$ cat src/rtl/mem_req_arbiter_if.sv
// Bundle of the two requester ports (instruction fetch and data access)
// and the shared memory-side port of the request arbiter.
// The slave modport is the arbiter's view; the master modport is the view
// of everything around it (requesters plus the downstream bridge).
interface mem_req_arbiter_if;

    // Instruction-fetch requester
    logic        inst_req;
    logic        inst_wr;
    logic [1:0]  inst_size;
    logic [3:0]  inst_wstrb;
    logic [31:0] inst_addr;
    logic [31:0] inst_wdata;
    logic        inst_addr_ok;
    logic        inst_data_ok;
    logic [31:0] inst_rdata;

    // Data-access requester
    logic        data_req;
    logic        data_wr;
    logic [1:0]  data_size;
    logic [3:0]  data_wstrb;
    logic [31:0] data_addr;
    logic [31:0] data_wdata;
    logic        data_addr_ok;
    logic        data_data_ok;
    logic [31:0] data_rdata;

    // Shared memory-side port
    logic        mem_req;
    logic        mem_wr;
    logic [1:0]  mem_size;
    logic [3:0]  mem_wstrb;
    logic [31:0] mem_addr;
    logic [31:0] mem_wdata;
    logic        mem_addr_ok;
    logic        mem_data_ok;
    logic [31:0] mem_rdata;

    modport slave (
        input  inst_req, inst_wr, inst_size, inst_wstrb, inst_addr, inst_wdata,
        output inst_addr_ok, inst_data_ok, inst_rdata,
        input  data_req, data_wr, data_size, data_wstrb, data_addr, data_wdata,
        output data_addr_ok, data_data_ok, data_rdata,
        output mem_req, mem_wr, mem_size, mem_wstrb, mem_addr, mem_wdata,
        input  mem_addr_ok, mem_data_ok, mem_rdata
    );

    modport master (
        output inst_req, inst_wr, inst_size, inst_wstrb, inst_addr, inst_wdata,
        input  inst_addr_ok, inst_data_ok, inst_rdata,
        output data_req, data_wr, data_size, data_wstrb, data_addr, data_wdata,
        input  data_addr_ok, data_data_ok, data_rdata,
        input  mem_req, mem_wr, mem_size, mem_wstrb, mem_addr, mem_wdata,
        output mem_addr_ok, mem_data_ok, mem_rdata
    );

endinterface

$ cat src/rtl/mem_req_arbiter.sv
// Two-requester arbiter for one SRAM-like split-transaction memory port.
// Data access has strict priority over instruction fetch. A grant is held
// until its address handshake completes, and an owner FIFO remembers which
// requester issued each outstanding transaction so that in-order responses
// are steered back to the right requester with no added latency.
module mem_req_arbiter #(
    parameter int OUTST_DEPTH = 4
) (
    input  logic          clk,
    input  logic          resetn,
    mem_req_arbiter_if.slave bus
);

    localparam int PW = (OUTST_DEPTH > 1) ? $clog2(OUTST_DEPTH) : 1;
    localparam int CW = $clog2(OUTST_DEPTH) + 1;
    localparam logic [CW-1:0] FULL_CNT = CW'(OUTST_DEPTH);

    typedef enum logic [1:0] {
        IDLE   = 2'd0,
        LOCK_I = 2'd1,
        LOCK_D = 2'd2
    } state_t;

    state_t            r_state;
    state_t            w_nextState;
    logic [CW-1:0]     r_cnt;
    logic [PW-1:0]     r_wrPtr;
    logic [PW-1:0]     r_rdPtr;
    logic [OUTST_DEPTH-1:0] r_owner;

    logic              w_grantI;
    logic              w_grantD;
    logic              w_notFull;
    logic              w_push;
    logic              w_pop;
    logic              w_head;

    // The grant looks only at the registered count, so a pop in the same
    // cycle never opens a slot for a new grant.
    assign w_notFull = (r_cnt < FULL_CNT);

    // Grant selection and next state; everything is forced idle while
    // resetn is low so the outputs are quiet the moment reset is asserted.
    always_comb begin
        w_grantI    = 1'b0;
        w_grantD    = 1'b0;
        w_nextState = r_state;
        if (resetn) begin
            case (r_state)
                IDLE: begin
                    if (w_notFull) begin
                        if (bus.data_req) begin
                            w_grantD = 1'b1;
                            if (!bus.mem_addr_ok) begin
                                w_nextState = LOCK_D;
                            end
                        end else if (bus.inst_req) begin
                            w_grantI = 1'b1;
                            if (!bus.mem_addr_ok) begin
                                w_nextState = LOCK_I;
                            end
                        end
                    end
                end
                LOCK_I: begin
                    w_grantI = 1'b1;
                    if (bus.inst_req && bus.mem_addr_ok) begin
                        w_nextState = IDLE;
                    end
                end
                LOCK_D: begin
                    w_grantD = 1'b1;
                    if (bus.data_req && bus.mem_addr_ok) begin
                        w_nextState = IDLE;
                    end
                end
                default: begin
                    w_nextState = IDLE;
                end
            endcase
        end
    end

    // Shared port mux: request comes from the granted requester, payload
    // follows the data side when it holds the grant and instruction otherwise.
    always_comb begin
        bus.mem_req   = (w_grantI & bus.inst_req) | (w_grantD & bus.data_req);
        bus.mem_wr    = bus.inst_wr;
        bus.mem_size  = bus.inst_size;
        bus.mem_wstrb = bus.inst_wstrb;
        bus.mem_addr  = bus.inst_addr;
        bus.mem_wdata = bus.inst_wdata;
        if (w_grantD) begin
            bus.mem_wr    = bus.data_wr;
            bus.mem_size  = bus.data_size;
            bus.mem_wstrb = bus.data_wstrb;
            bus.mem_addr  = bus.data_addr;
            bus.mem_wdata = bus.data_wdata;
        end
    end

    assign w_push = bus.mem_req & bus.mem_addr_ok;
    assign w_pop  = bus.mem_data_ok & (r_cnt != '0);
    assign w_head = r_owner[r_rdPtr];

    // Requester-facing handshakes: address acceptance to the grant holder,
    // responses to the owner at the FIFO head, read data to both sides.
    always_comb begin
        bus.inst_addr_ok = w_grantI & bus.inst_req & bus.mem_addr_ok;
        bus.data_addr_ok = w_grantD & bus.data_req & bus.mem_addr_ok;
        bus.inst_data_ok = w_pop & ~w_head;
        bus.data_data_ok = w_pop & w_head;
        bus.inst_rdata   = bus.mem_rdata;
        bus.data_rdata   = bus.mem_rdata;
    end

    // Grant-lock state register.
    always_ff @(posedge clk or negedge resetn) begin
        if (!resetn) begin
            r_state <= IDLE;
        end else begin
            r_state <= w_nextState;
        end
    end

    // Owner FIFO and outstanding count; a simultaneous push and pop leaves
    // the count alone while both pointers advance and wrap naturally.
    always_ff @(posedge clk or negedge resetn) begin
        if (!resetn) begin
            r_cnt   <= '0;
            r_wrPtr <= '0;
            r_rdPtr <= '0;
            r_owner <= '0;
        end else begin
            if (w_push) begin
                r_owner[r_wrPtr] <= w_grantD;
                r_wrPtr          <= r_wrPtr + PW'(1);
            end
            if (w_pop) begin
                r_rdPtr <= r_rdPtr + PW'(1);
            end
            if (w_push && !w_pop) begin
                r_cnt <= r_cnt + CW'(1);
            end else if (w_pop && !w_push) begin
                r_cnt <= r_cnt - CW'(1);
            end
        end
    end

endmodule

$ cat src/flat_wrapper.sv
// flat-port wrapper written by rule: the top's interface ports become plain ports
module mem_req_arbiter_flat 
#(
    parameter int OUTST_DEPTH = 4
)
  (clk, resetn, bus_inst_req, bus_inst_wr, bus_inst_size, bus_inst_wstrb, bus_inst_addr, bus_inst_wdata, bus_inst_addr_ok, bus_inst_data_ok, bus_inst_rdata, bus_data_req, bus_data_wr, bus_data_size, bus_data_wstrb, bus_data_addr, bus_data_wdata, bus_data_addr_ok, bus_data_data_ok, bus_data_rdata, bus_mem_req, bus_mem_wr, bus_mem_size, bus_mem_wstrb, bus_mem_addr, bus_mem_wdata, bus_mem_addr_ok, bus_mem_data_ok, bus_mem_rdata);
  mem_req_arbiter_if bus_i ();
  input  logic clk;
  input  logic resetn;
  input wire logic [$bits(bus_i.inst_req)-1:0] bus_inst_req;
  input wire logic [$bits(bus_i.inst_wr)-1:0] bus_inst_wr;
  input wire logic [$bits(bus_i.inst_size)-1:0] bus_inst_size;
  input wire logic [$bits(bus_i.inst_wstrb)-1:0] bus_inst_wstrb;
  input wire logic [$bits(bus_i.inst_addr)-1:0] bus_inst_addr;
  input wire logic [$bits(bus_i.inst_wdata)-1:0] bus_inst_wdata;
  output wire logic [$bits(bus_i.inst_addr_ok)-1:0] bus_inst_addr_ok;
  output wire logic [$bits(bus_i.inst_data_ok)-1:0] bus_inst_data_ok;
  output wire logic [$bits(bus_i.inst_rdata)-1:0] bus_inst_rdata;
  input wire logic [$bits(bus_i.data_req)-1:0] bus_data_req;
  input wire logic [$bits(bus_i.data_wr)-1:0] bus_data_wr;
  input wire logic [$bits(bus_i.data_size)-1:0] bus_data_size;
  input wire logic [$bits(bus_i.data_wstrb)-1:0] bus_data_wstrb;
  input wire logic [$bits(bus_i.data_addr)-1:0] bus_data_addr;
  input wire logic [$bits(bus_i.data_wdata)-1:0] bus_data_wdata;
  output wire logic [$bits(bus_i.data_addr_ok)-1:0] bus_data_addr_ok;
  output wire logic [$bits(bus_i.data_data_ok)-1:0] bus_data_data_ok;
  output wire logic [$bits(bus_i.data_rdata)-1:0] bus_data_rdata;
  output wire logic [$bits(bus_i.mem_req)-1:0] bus_mem_req;
  output wire logic [$bits(bus_i.mem_wr)-1:0] bus_mem_wr;
  output wire logic [$bits(bus_i.mem_size)-1:0] bus_mem_size;
  output wire logic [$bits(bus_i.mem_wstrb)-1:0] bus_mem_wstrb;
  output wire logic [$bits(bus_i.mem_addr)-1:0] bus_mem_addr;
  output wire logic [$bits(bus_i.mem_wdata)-1:0] bus_mem_wdata;
  input wire logic [$bits(bus_i.mem_addr_ok)-1:0] bus_mem_addr_ok;
  input wire logic [$bits(bus_i.mem_data_ok)-1:0] bus_mem_data_ok;
  input wire logic [$bits(bus_i.mem_rdata)-1:0] bus_mem_rdata;
  assign bus_i.inst_req = bus_inst_req;
  assign bus_i.inst_wr = bus_inst_wr;
  assign bus_i.inst_size = bus_inst_size;
  assign bus_i.inst_wstrb = bus_inst_wstrb;
  assign bus_i.inst_addr = bus_inst_addr;
  assign bus_i.inst_wdata = bus_inst_wdata;
  assign bus_inst_addr_ok = bus_i.inst_addr_ok;
  assign bus_inst_data_ok = bus_i.inst_data_ok;
  assign bus_inst_rdata = bus_i.inst_rdata;
  assign bus_i.data_req = bus_data_req;
  assign bus_i.data_wr = bus_data_wr;
  assign bus_i.data_size = bus_data_size;
  assign bus_i.data_wstrb = bus_data_wstrb;
  assign bus_i.data_addr = bus_data_addr;
  assign bus_i.data_wdata = bus_data_wdata;
  assign bus_data_addr_ok = bus_i.data_addr_ok;
  assign bus_data_data_ok = bus_i.data_data_ok;
  assign bus_data_rdata = bus_i.data_rdata;
  assign bus_mem_req = bus_i.mem_req;
  assign bus_mem_wr = bus_i.mem_wr;
  assign bus_mem_size = bus_i.mem_size;
  assign bus_mem_wstrb = bus_i.mem_wstrb;
  assign bus_mem_addr = bus_i.mem_addr;
  assign bus_mem_wdata = bus_i.mem_wdata;
  assign bus_i.mem_addr_ok = bus_mem_addr_ok;
  assign bus_i.mem_data_ok = bus_mem_data_ok;
  assign bus_i.mem_rdata = bus_mem_rdata;
  mem_req_arbiter #(.OUTST_DEPTH(OUTST_DEPTH)) u_core (.clk(clk), .resetn(resetn), .bus(bus_i));
endmodule
$ cat config.mk
export PLATFORM = sky130hd
export DESIGN_NAME = mem_req_arbiter_flat
export DESIGN_NICKNAME = d
export VERILOG_FILES = /design/src/rtl/mem_req_arbiter_if.sv /design/src/rtl/mem_req_arbiter.sv /design/src/flat_wrapper.sv
export SDC_FILE = /design/constraint.sdc
export NUM_CORES = 1
export LEC_CHECK = 0
export BUFFER_PORTS_ARGS = -buffer_cell sky130_fd_sc_hd__clkbuf_2
export CAP_MARGIN = 20
export CORE_AREA = 2 2 125 127
export DETAILED_ROUTE_END_ITERATION = 7
export DIE_AREA = 0 0 127 129
export PLACE_DENSITY = 0.44
export SLEW_MARGIN = 30
export SYNTH_ARGS = -nofsm -noshare
export SYNTH_HDL_FRONTEND = slang
export SYNTH_SLANG_ARGS = --single-unit
$ cat constraint.sdc
create_clock -name clk -period 2.5 [get_ports clk]
set_input_delay 0.125 -clock clk [delete_from_list [all_inputs] [get_ports clk]]
set_output_delay 0.125 -clock clk [all_outputs]
set_load 0.1 [all_outputs]
==> impl_results.md <==
* Run status: finished, final reports clean
* Worst slew pin tran at about 560 ps
* Pre-antenna DRT Iters at 5
* Slowest stage delay, CP at approximately 450 ps
* Largest net degree at the start of global routing at 40
* Max layer used: met4
* VDD IR max at about 0.45 mV
* Hold Slack at 250 ps
* Synth top area cells: mux2_4 26%, buf_4 21%, mux2_2 16%, dfrtp_1 14%, buf_6 3.5%
* Root Driver: clkbuf_16
* Post_cts resized at 0
* DRC Markers at 0
* Crit path launch type: register
* Vias per cell at between 3 and 4
* Area of the multi-input gates at about 1300 um2
* Post-Syn Area at between 2000 and 2500 um2
* Inst Count DP at about 560
* Normalized max-slew margin at a little over three fifths
* Vias in the first global route at approximately 2000
* Worst EP arrival at 2250 ps
* Met1 WL at 2.80 mm
* Clock share of power at under 10%
* Clock buffer depth at 2
* FF+latch count, synth at 13
* F_max at 0.422 GHz
* Clock Pin Slew Worst Setup and Hold Paths at 40 ps
* # fillers at roughly 1600
* Max cap viols at 0
* Min-Delay Path Depth at 0
* Syn_area_per_cell at ~10 um2
* Unique cell type count in the Yosys netlist at 30
* Min cycle time layout at around 2400 ps
* Sw frac at 63.1%
* Area of the core at ~15000 um2
* GRT overflow at 0
* Initial antenna violation count at 0
* Worst-skew pair later-pin latency at ~230 ps
* Initial drt markers at 45
* Pre-CTS setup slack at 351 ps
* YS warnings at 0
* Total Wirelength at approximately 7.4 mm
* Seq pwr share at ~9%
* Leak pwr at 1.93 nW
* Input/output buffers at 223
* FF+latch area at 325 um2
* Post-route clock period utilization at about 95%
* Pins Over Slew Limit at 0
* CTS tree: done
* Layout area overhead at 58.6%
* Post-Syn Nets at 404
* Max FO, Critical Path at 39
* Clock sink count at 13
* R2r worst-path depth at 9
* Htree depth at 1
* TritonCTS buffer count at 3
* CP cell instances: nor2b_2, o21ai_4, buf_12, mux2_2, clkbuf_2
* Met3 wire len at a little under 1 mm
* GRT Total Usage at about 7.7%
* Critical path class: reg2out
* Die area at 16400 um2
* First-pass GRT wire length at between 10 and 15 mm
* Antenna cell count at 0
* Worst path slowest cell: dfrtp_1
* PwrDens at approximately 1300 nW/um2
* Switch Pwr at a little under 0.003 W
* Crit path required time at around 2400 ps
* Final TNS setup at 0 ps
* Placer Congestion at 0.750
* Ports at 320
* Non-Filler Instances at around 570
* Routed len/inst at 13.0 um
* Die H at between 100 and 150 um
* Post-synth top area cell: mux2_4
* Clock skew at around 0.82 ps
* Unrepaired setup endpoints after global routing: no
* Row Count at 45
* Worst Slack Setup Final at 129 ps
* Fin nets at about 570
* Final Setup Violations at 0
* HP Class: in2out
* Via count at ~2100
* Setup crit end kind: output port
* Share of layout cells above drive strength 1 at 80.8%
* Post-synthesis sequential area ratio at 14.3%
* Internal power at approximately 0.0017 W
* Hold Fails Final Rpt at 0
* Mapped Cells at between 200 and 250
* Starting Density at 15.1%
* Met2 wire length at between 3 and 4 mm
* DP Wirelength at approximately 6.7 mm
* Combinational group share of total power at ~85%
* Post-DRT Antenna Nets at 0
* Die Wd at between 100 and 150 um
* Share of the synthesized area in the top cell type at around a quarter
==> sequential cells by signal, summed over array words and instances (netlist names) <==
register and count:
u_core.r_state 2, u_core.r_cnt 3, u_core.r_owner 4, u_core.r_rdPtr 2, u_core.r_wrPtr 2
==> logic make-up (layout without fill, tap and decap cells) <==
group,after synthesis,after routing,synth area share (%)
fa+ha+maj,6,6,3.64
xor+xnor,6,6,2.32
compound gates,18,18,5.57
buf+inv,80,242,26.2
flops,13,13,14.3
simple gates,21,21,4.25
mux,74,74,43.7
==> worst max-delay path, delay by kind of cell (launching register included) <==
family	cells	cell delay (ps)
AOI/OAI and AO/OA	1	370
DFF	1	450
buffers and inverters	2	670
muxes	1	380
and+or+nand+nor	1	80
==> stage by stage <==
step / cell area (um2) / power [W] / utilization (%)
finish: 3590 / 0.00463 / 24.0
global route: 3590 / 0.00482 / 24.0
CTS: 3590 / 0.00468 / 24.0
detailed placement: 3510 / 0.00437 / 23.4
global placement: 3510 / 0.00434 / 23.4
floorplan: 2270 / 0.00399 / -
==> path summary, 6_finish.rpt <==
kind,from,to,slack [ps]
setup / recovery,u_core.r_cnt[2],bus_mem_addr[13],130
hold / removal,bus_mem_rdata[24],bus_data_rdata[24],250
setup reg to reg,u_core.r_state[1],u_core.r_cnt[2],420
hold reg to reg,u_core.r_owner[3],u_core.r_owner[3],490
max in group asynchronous,resetn,u_core.r_cnt[0],1920
min in group asynchronous,resetn,u_core.r_cnt[2],390
==> final cells by class <==
cell class,count,share of cell area (%)
tap,188,6.54
inverter,8,0.835
sequential,13,9.05
clock buffer,4,2.19
timing repair buffer,230,43.9
multi-input combinational,125,37.5
==> cells in the mapped netlist <==
library cell  count
xor2_1            2
buf_6             7
mux2_2           32
and2b_1           1
o21ai_0           8
inv_1             8
mux2_1            2
nor2b_1           1
nor3_1            1
o31ai_1           1
o2111ai_1         1
o211ai_1          1
nor2_1            7
a32oi_1           2
xnor2_1           4
a21boi_0          1
ha_1              5
o22ai_1           2
mux2_4           39
dfrtp_1          13
nand3_1           2
buf_4            64
o21ai_4           1
nand2_1           7
nand2b_1          1
nor2b_2           1
mux4_2            1
fa_1              1
a21oi_2           1
clkbuf_1          1
==> routing by layer <==
layer  up-vias  GRT usage, %
met4         0         0.452
li1       1010             -
met2       172          13.3
met3         2          3.28
met1       910          9.43
met5         -             0
==> power by group through the flow <==
stage                     Clock [W]  Sequential, W  Combinational [W]
after floorplan                   0       0.000396            0.00360
after global placement            0       0.000417            0.00392
after detailed placement          0       0.000424            0.00395
after CTS                  0.000302       0.000421            0.00396
after global routing       0.000317       0.000436            0.00407
final                      0.000296       0.000418            0.00392
==> layout by cell type, fill, tap and decap left out, types with 2 or more instances in the layout <==
cell type and count:
buf_4 6, o21ai_0 8, clkbuf_2 196, a32oi_1 2
dfrtp_1 13, buf_12 27, mux2_4 39, clkbuf_16 3
ha_1 5, xnor2_1 4, nand3_1 2, xor2_1 2
inv_1 8, nor2_1 7, mux2_1 2, mux2_2 32
nand2_1 7, o22ai_1 2
==> timing repair <==
item | 4_1_cts | 5_1_grt
endpoints found under the hold margin | 13 | 0
setup buffers | 0 | 0
hold buffers | 1 | 0
Note: power is estimated with default switching activity, not from simulation.
